<file path="src/rtl/usb_tx_scheduler.sv">
// usb_tx_scheduler: round-robin two-port frame scheduler driving the USB transmit timer/shifter.
// Ports: clk/n_rst (sync active-low); req_a/req_b frame requests; data_a/data_b source bytes at rd_idx;
// byte_sent/data_sent timer pulses; rd_idx byte index; gnt_a/gnt_b ownership; tx_data/tx_load shifter feed;
// transmitting/transmit_empty timer controls; done_a/done_b completion pulses; err abort pulse.
module usb_tx_scheduler #(
  parameter int STATUS_BYTES = 3,
  parameter int RESULT_BYTES = 17,
  parameter int TIMEOUT = 255
) (
  input  logic       clk,
  input  logic       n_rst,
  input  logic       req_a,
  input  logic       req_b,
  input  logic [7:0] data_a,
  input  logic [7:0] data_b,
  input  logic       byte_sent,
  input  logic       data_sent,
  output logic [4:0] rd_idx,
  output logic       gnt_a,
  output logic       gnt_b,
  output logic [7:0] tx_data,
  output logic       tx_load,
  output logic       transmitting,
  output logic       transmit_empty,
  output logic       done_a,
  output logic       done_b,
  output logic       err
);
  localparam int WW = $clog2(TIMEOUT + 1);
  typedef enum logic [2:0] {IDLE, LOAD, SEND, DONE, ABORT} state_t;
  state_t state, state_n;
  logic last_b, fetch, pick_a, fail;
  logic [4:0] bytes_done, cnt, len;
  logic [WW-1:0] wd, wd_n;
  logic [7:0] data;
  assign len = gnt_a ? 5'(STATUS_BYTES) : 5'(RESULT_BYTES);
  assign data = gnt_a ? data_a : data_b;
  assign transmit_empty = ~gnt_b;
  // A wins unless B also requests and A held the previous grant
  assign pick_a = req_a & (~req_b | last_b);
  // a byte_sent coinciding with data_sent is counted before the frame length is judged
  assign cnt = bytes_done + 5'(byte_sent);
  assign wd_n = wd + WW'(wd != WW'(TIMEOUT));
  always_comb begin
    state_n = state;
    fail = 1'b0;
    case (state)
      IDLE: state_n = (req_a | req_b) ? LOAD : IDLE;
      LOAD: state_n = SEND;
      SEND: begin
        fail = data_sent ? (cnt != len) : byte_sent ? (bytes_done == len) : (wd_n == WW'(TIMEOUT));
        state_n = fail ? ABORT : data_sent ? DONE : SEND;
      end
      default: state_n = IDLE;
    endcase
  end
  // a byte index advanced on byte_sent is fetched from the source one cycle later (fetch)
  always_ff @(posedge clk) begin
    if (!n_rst) begin
      state <= IDLE;
      last_b <= 1'b1;
      gnt_a <= 1'b0;
      gnt_b <= 1'b0;
      rd_idx <= '0;
      bytes_done <= '0;
      wd <= '0;
      fetch <= 1'b0;
      tx_data <= '0;
      tx_load <= 1'b0;
      transmitting <= 1'b0;
      done_a <= 1'b0;
      done_b <= 1'b0;
      err <= 1'b0;
    end else begin
      state <= state_n;
      tx_load <= 1'b0;
      done_a <= 1'b0;
      done_b <= 1'b0;
      err <= fail;
      case (state)
        IDLE: if (req_a | req_b) begin
          gnt_a <= pick_a;
          gnt_b <= ~pick_a;
          last_b <= ~pick_a;
        end
        LOAD: begin
          tx_data <= data;
          tx_load <= 1'b1;
          transmitting <= 1'b1;
          bytes_done <= '0;
          wd <= '0;
          fetch <= 1'b0;
        end
        SEND: if (state_n != SEND) begin
          transmitting <= 1'b0;
          done_a <= gnt_a & ~fail;
          done_b <= gnt_b & ~fail;
          rd_idx <= '0;
          fetch <= 1'b0;
        end else begin
          wd <= byte_sent ? '0 : wd_n;
          if (byte_sent) bytes_done <= cnt;
          fetch <= byte_sent & (cnt < len);
          if (byte_sent & (cnt < len)) rd_idx <= rd_idx + 5'd1;
          if (fetch) begin
            tx_data <= data;
            tx_load <= 1'b1;
          end
        end
        default: begin
          gnt_a <= 1'b0;
          gnt_b <= 1'b0;
        end
      endcase
    end
  end
endmodule

</file>
<file path="config.mk">
export PLATFORM = sky130hd
export DESIGN_NAME = usb_tx_scheduler
export DESIGN_NICKNAME = d
export VERILOG_FILES = /design/src/rtl/usb_tx_scheduler.sv
export SDC_FILE = /design/constraint.sdc
export NUM_CORES = 1
export LEC_CHECK = 0
export ABC_AREA = 1
export CAP_MARGIN = 0
export CORE_MARGIN = 10
export CORE_UTILIZATION = 53
export CTS_BUF_LIST = sky130_fd_sc_hd__clkbuf_8
export DETAILED_ROUTE_END_ITERATION = 10
export PLACE_DENSITY = 0.84
export SLEW_MARGIN = 30
export SYNTH_ARGS = -nofsm -noshare
export SYNTH_HDL_FRONTEND = slang
export SYNTH_SLANG_ARGS = --single-unit
export TNS_END_PERCENT = 20
</file>
<file path="constraint.sdc">
create_clock -name clk -period 2.8 [get_ports clk]
set_input_delay 0.56 -clock clk [delete_from_list [all_inputs] [get_ports clk]]
set_output_delay 0.56 -clock clk [all_outputs]
set_load 0.02 [all_outputs]
</file>
==> results of run 1 <==
==> state kept, by name, indices dropped and copies added (netlist names), 3 cells and up <==
| name | count |
|---|---|
| state | 3 |
| bytes_done | 5 |
| tx_data | 8 |
| wd | 8 |
| rd_idx | 5 |
==> cells in the final DEF, fill, tap and decap left out, types with 2 or more instances in the layout <==
master / n
a21oi_1: 13
buf_4: 18
clkbuf_8: 6
clkdlybuf4s50_1: 41
dfxtp_1: 38
ha_1: 5
ha_4: 2
inv_1: 35
inv_2: 2
nand2_1: 83
nand2_2: 4
nand2_8: 2
nand3_1: 28
nand3_4: 2
nand4_1: 9
nor2_1: 54
nor2_2: 4
nor2_4: 2
nor3_1: 4
o21ai_0: 9
o21ai_1: 6
or2_2: 2
xnor2_1: 2
xor2_1: 3
==> how the worst max path moves through the flow <==
stage                     startpoint            end  slack [ps]
after global placement     byte_sent  bytes_done[4]        -350
after floorplan            byte_sent     tx_data[6]         220
after CTS                  byte_sent          wd[4]         220
after detailed placement   byte_sent          wd[4]        -430
final                      byte_sent          wd[4]         100
after global routing       byte_sent          wd[3]         -20
==> worst max-delay path, delay by kind of cell <==
family | cells | cell delay, ps
buffers and inverters | 2 | 420
AO/OA/AOI/OAI | 1 | 110
adder cells (fa/ha/maj) | 3 | 620
XOR/XNOR | 1 | 190
AND/OR/NAND/NOR | 9 | 940
==> synthesized netlist by cell type <==
cell type / number
a211oi_1: 1
a21oi_1: 13
a21oi_2: 1
buf_2: 4
buf_4: 2
buf_6: 1
clkbuf_1: 4
dfxtp_1: 38
ha_1: 7
inv_1: 34
inv_2: 2
nand2_1: 85
nand2_2: 1
nand2_4: 2
nand3_1: 28
nand3_2: 3
nand3b_1: 1
nand4_1: 9
nor2_1: 55
nor2_2: 4
nor2_4: 1
nor3_1: 4
nor3_2: 1
o21ai_0: 9
o21ai_1: 6
or2_2: 2
xnor2_1: 2
xor2_1: 3
==> through the flow <==
stage                     setup TNS [ps]  total power (uW)
after detailed placement          -11790              1110
after global placement             -9260              1100
after CTS                              0              1530
after floorplan                        0               943
after global routing               -41.8              1630
final                                  0              1540
==> metal layers <==
| layer | vias up | wire, um | track usage, % | part of all wire [%] |
|---|---|---|---|---|
| met1 | 1017 | 2440 | 19.3 | 42 |
| met5 | - | 0 | 0 | 0 |
| met4 | 0 | 108 | 4.92 | 1.8 |
| met2 | 84 | 2910 | 27.3 | 50 |
| li1 | 1136 | - | - | - |
| met3 | 13 | 414 | 5.37 | 7.1 |
==> logic make-up (layout without fill, tap and decap cells) <==
kind of cell,after synthesis,after routing,share of synthesized area (%)
xor gates and xnor gates,5,5,2.07
AOI/OAI and AO/OA,30,30,7.41
DFF,38,38,36.0
buffers and inverters,47,105,9.30
and+or+nand+nor,196,197,41.1
adders and majority gates,7,7,4.15
==> power breakdown <==
part / leakage [uW] / internal, uW / switching, uW
clock: 0.0000524 / 195 / 195
combinational: 0.000927 / 213 / 293
sequential: 0.000311 / 596 / 45.9
total: 0.00129 / 1000 / 534
==> repair_timing <==
action                                  4_1_cts  5_1_grt
resized for setup                            12        2
endpoints found under the setup margin       27        1
buffers inserted                              1        0
pin swaps                                     7        0
cloned                                        1        0
==> area by class of cell <==
| type | count | area, um^2 |
|---|---|---|
| Timing Repair Buffer | 61 | 566 |
| Clock inverter | 2 | 8.76 |
| Fill cell | 284 | 900 |
| Sequential cell | 38 | 761 |
| Inverter | 36 | 135 |
| Clock buffer | 6 | 82.6 |
| Multi-Input combinational cell | 239 | 1230 |
| Tap cell | 48 | 60.1 |
==> summary.md, run 1 <==
| Metric | Value |
|---|---|
| Final std cells w/o fill | 430 |
| Fmax | 0.370 GHz |
| Crit Path Category | input port to flip-flop |
| Final hold slack | 492 ps |
| Post-route ant nets | 0 |
| Synth warn | 0 |
| Post-synth top area share | 36.0% |
| Worst vdd ir | 0.334 mV |
| Fin util | 76.0% |
| Port bufs | 42 |
| Final hold violation count | 0 |
| Synthesized Nets | 352 |
| # clock sinks | 38 |
| Slew margin rel. | 57.1% |
| Routed via count | 2250 |
| Reg2reg end | wd[4] |
| Std-Cell Rows | 22 |
| Initial antenna violation count | 0 |
| Leading area contributor after synthesis | dfxtp_1 |
| Slew @ Worst Pin | 643 ps |
| R2R Path Start | bytes_done[0] |
| DP Worst Slack | -426 ps |
| Via density | 5.23 |
| TritonCTS Buffers | 5 |
| Max_cap viols | 0 |
| GRT Overall Usage | 16.4% |
| Synth unique cells | 28 |
| R2R cell count | 15 |
| Hold Path Origin | transmitting |
| Chip width | 83.1 um |
| Share of layout cells above drive strength 1 | 12.8% |
| Instance area after placement | 2670 um^2 |
| Global-route wire length before repair | 9.80 mm |
| Hold Path Sink | transmitting |
| DPL Wire Length | 3.98 mm |
| IO Count | 43 |
| Max Buffers Root-to-Sink | 2 |
| CP cell instances | dlygate4sd2_1 -> ha_4 -> ha_4 -> nand3_1 -> xor2_1 -> ha_1 -> nand3_1 -> nor2_2 -> nand3_4 -> nor2_4 -> nor2_4 -> nand3_4 -> nand2_8 -> buf_6 -> o21ai_1 -> nor2_1 |
| Reg clk slew, reported paths | 70 ps |
| Largest net degree at the start of global routing | 21 |
| Endpoints failing setup | 0 |
| Pins Over Slew Limit | 0 |
| Hold path depth | 2 |
| Dominant cells by area after synthesis | dfxtp_1 36%, nand2_1 15%, nor2_1 9.8% |
| Shortest period the worst path allows | 2700 ps |
| Crit-path max FO | 8 |
| Root Buffer | clkbuf_8 |
| Die Footprint | 6910 um^2 |
| # DRC | 0 |
| Initial DRC count | 172 |
| Final instance area | 2840 um^2 |
| Worst Setup End Kind | flip-flop |
| Placeable Area | 3740 um^2 |
| Initial core utilization | 56.4% |
| Vert. Die Dim | 83.1 um |
| Largest stage delay on the critical path | 320 ps |
| R2R Setup Slk | 210 ps |
| H-tree levels | 2 |
| Synthesis-stage register bit count | 38 |
| Period utilization | 96.4% |
| Synth-to-layout area growth | 34.7% |
| DR pass1 iterations | 5 |
| Setup Skew | 8.88 ps |
| Worst path required time | 2950 ps |
| Static Leak | 0.00129 uW |
| Post-Synthesis Cells | 323 |
| Slowest cell on crit path | ha_1 |
| Worst hold path class | flip-flop to flip-flop |
| Cell Pwr Density | 541 nW/um^2 |
| GP Congestion | 0.907 |
| Sequential share of the synthesized area | 36.0% |
| Layout net count | 410 |
| CTS tree | yes |
| Setup ws final | 99.7 ps |
| Number of global-route vias before repair | 2131 |
| CP arrival | 2850 ps |
| Diodes inserted | 0 |
| Hold buffer count at CTS | 0 |
| Mapped cell area | 2110 um^2 |
| Element type at the critical path start | input port |
| Placed Cells | 420 |
| Syn_area_per_cell | 6.54 um^2 |
| GRT overflow | 0 |
| Routed len/inst | 13.6 um |
| Final WL | 5.87 mm |
| Clock latency on the worst-skew pair | 290 ps |
| Run status | finished clean |
Note: power is estimated with default switching activity, not from simulation.
==> inputs of run 2 (changes only) <==
- CORE_UTILIZATION: 53 -> 55
- PLACE_DENSITY: 0.84 -> 0.87
- clock period: 2.8 -> 3.3 ns (I/O delays scaled with it)
==> summary.md, run 2 (synthesis gave the netlist of run 1 again) <==
| Metric | Value |
|---|---|
| Commonest non-fill, non-tap cell in the layout | nand2_1 |
| Max Buffers Root-to-Sink | 2 |
| Vert. Die Dim | 82.0 um |
| Most frequent cells in the layout | 84 x nand2_1, 54 x nor2_1, 42 x clkdlybuf4s50_1 |
| Via density | 4.99 |
| Post-route ant nets | 0 |
| Number of global-route vias before repair | 2070 |
| Root Buffer | clkbuf_8 |
| Post-CTS sizing | 0 |
| Seq. cell area | 761 um^2 |
| Setup ws final | 242 ps |
| Pins Over Slew Limit | 0 |
| Share of layout cells above drive strength 1 | 10.2% |
| Initial core utilization | 57.3% |
| Final WL | 5.09 mm |
| Run status | finished clean |
| Slew margin rel. | 58.8% |
| Max_cap viols | 0 |
| Hold Path Sink | last_b |
| CTS tree | yes |
| # clock sinks | 38 |
| Endpoints failing setup | 0 |
| Reg clk slew, reported paths | 80 ps |
| Layout net count | 401 |
| Diodes inserted | 0 |
| IO Count | 43 |
| Worst vdd ir | 0.452 mV |
| CP arrival | 3220 ps |
| Setup Skew | 6.54 ps |
| Reg2reg end | wd[4] |
| Crit Path Category | input port to flip-flop |
| Post-CTS setup buffer count | 0 |
| DP Worst Slack | -65.7 ps |
| Hold Path Origin | last_b |
| RSZ-0062 raised after global routing | false |
| Initial antenna violation count | 0 |
| Hold path depth | 2 |
| Final instance area | 2710 um^2 |
| Global-route wire length before repair | 8.73 mm |
| Area of the multi-input gates | 1160 um^2 |
| Element type at the critical path start | input port |
| Worst path required time | 3470 ps |
| Final hold violation count | 0 |
| Die Footprint | 6720 um^2 |
| Crit-path max FO | 9 |
| Port bufs | 42 |
| # DRC | 0 |
| Largest net degree at the start of global routing | 21 |
| GP Congestion | 0.907 |
| R2R cell count | 15 |
| R2R Path Start | bytes_done[0] |
| Hold buffer count at CTS | 0 |
| Instance area after placement | 2610 um^2 |
| Initial DRC count | 146 |
| H-tree levels | 2 |
| Placeable Area | 3690 um^2 |
| Worst hold path class | flip-flop to flip-flop |
| Synth-to-layout area growth | 28.3% |
| Shortest period the worst path allows | 3060 ps |
| Clock latency on the worst-skew pair | 300 ps |
| Fin util | 73.4% |
| DPL Wire Length | 3.89 mm |
| Slew @ Worst Pin | 617 ps |
| Period utilization | 92.7% |
| Top flop regs | tx_data (8), wd (8) |
| Fmax | 0.327 GHz |
| Cell Pwr Density | 459 nW/um^2 |
| Static Leak | 0.00123 uW |
| DR pass1 iterations | 4 |
| GRT Overall Usage | 16.3% |
| Fill cells | 322 |
| Final hold slack | 494 ps |
| Std-Cell Rows | 22 |
| Routed via count | 2100 |
| GRT overflow | 0 |
| R2R Setup Slk | 730 ps |
| Worst Setup End Kind | flip-flop |
| TritonCTS Buffers | 5 |
| Routed len/inst | 12.1 um |
| Chip width | 82.0 um |
run 2: area by class of cell:
| class | instances | area share (%) |
|---|---|---|
| multi-input cells | 238 | 42.8 |
| flip-flops and latches | 38 | 28.1 |
| repair buffers | 53 | 18.6 |
| inverters | 36 | 4.99 |
| clock buffers | 5 | 2.54 |
| well taps | 48 | 2.22 |
| clock inverters | 3 | 0.785 |
run 2: metal layers:
layer / global-route usage (%) / part of all wire, % / vias to the layer above
met5: 0 / 0 / -
met4: 4.93 / 1.2 / 0
met3: 5.79 / 7.2 / 7
met2: 27.9 / 49 / 56
met1: 18.5 / 43 / 918
li1: - / - / 1119
run 2: worst max-delay path by stage:
stage | start | cells past startpoint | end | slack, ps
after global routing | byte_sent | 16 | wd[6] | 60
after CTS | byte_sent | 16 | wd[4] | 230
final | byte_sent | 16 | wd[4] | 240
after floorplan | byte_sent | 17 | tx_data[6] | 620
after global placement | byte_sent | 17 | bytes_done[1] | 30
after detailed placement | byte_sent | 16 | wd[4] | -70
run 2: per-stage QoR:
| stage | power [uW] | TNS [ps] | instances |
|---|---|---|---|
| 6_report | 1240 | 0 | 421 |
| 3_5_place_dp | 931 | -674 | 413 |
| 2_1_floorplan | 800 | 0 | 323 |
| 5_1_grt | 1330 | 0 | 421 |
| 4_1_cts | 1250 | 0 | 421 |
| 3_3_place_gp | 919 | 0 | 413 |
run 2: worst max-delay path: stages:
cell and delay [ps]:
clkdlybuf4s50_1 480, ha_1 200, ha_1 180, nand3_1 100, xor2_1 170, ha_1 320
nand3_1 100, nor2_2 150, nand3_2 110, nor2_2 140, nor2_4 50, nand3_2 90
nand2_4 100, buf_4 180, o21ai_1 120, nor2_1 60
run 2: power breakdown:
part | total, uW | switching [uW] | internal, uW
Combinational | 381 | 224 | 157
Sequential | 540 | 34.4 | 506
Clock | 324 | 175 | 148
Total | 1240 | 434 | 811
==> inputs of run 3 (changes only) <==
- CTS_BUF_LIST: sky130_fd_sc_hd__clkbuf_8 -> sky130_fd_sc_hd__clkbuf_4 sky130_fd_sc_hd__clkbuf_8 sky130_fd_sc_hd__clkbuf_16
==> results of run 3 <==
The final DEF is identical to that of run 2; final timing and power are the same.
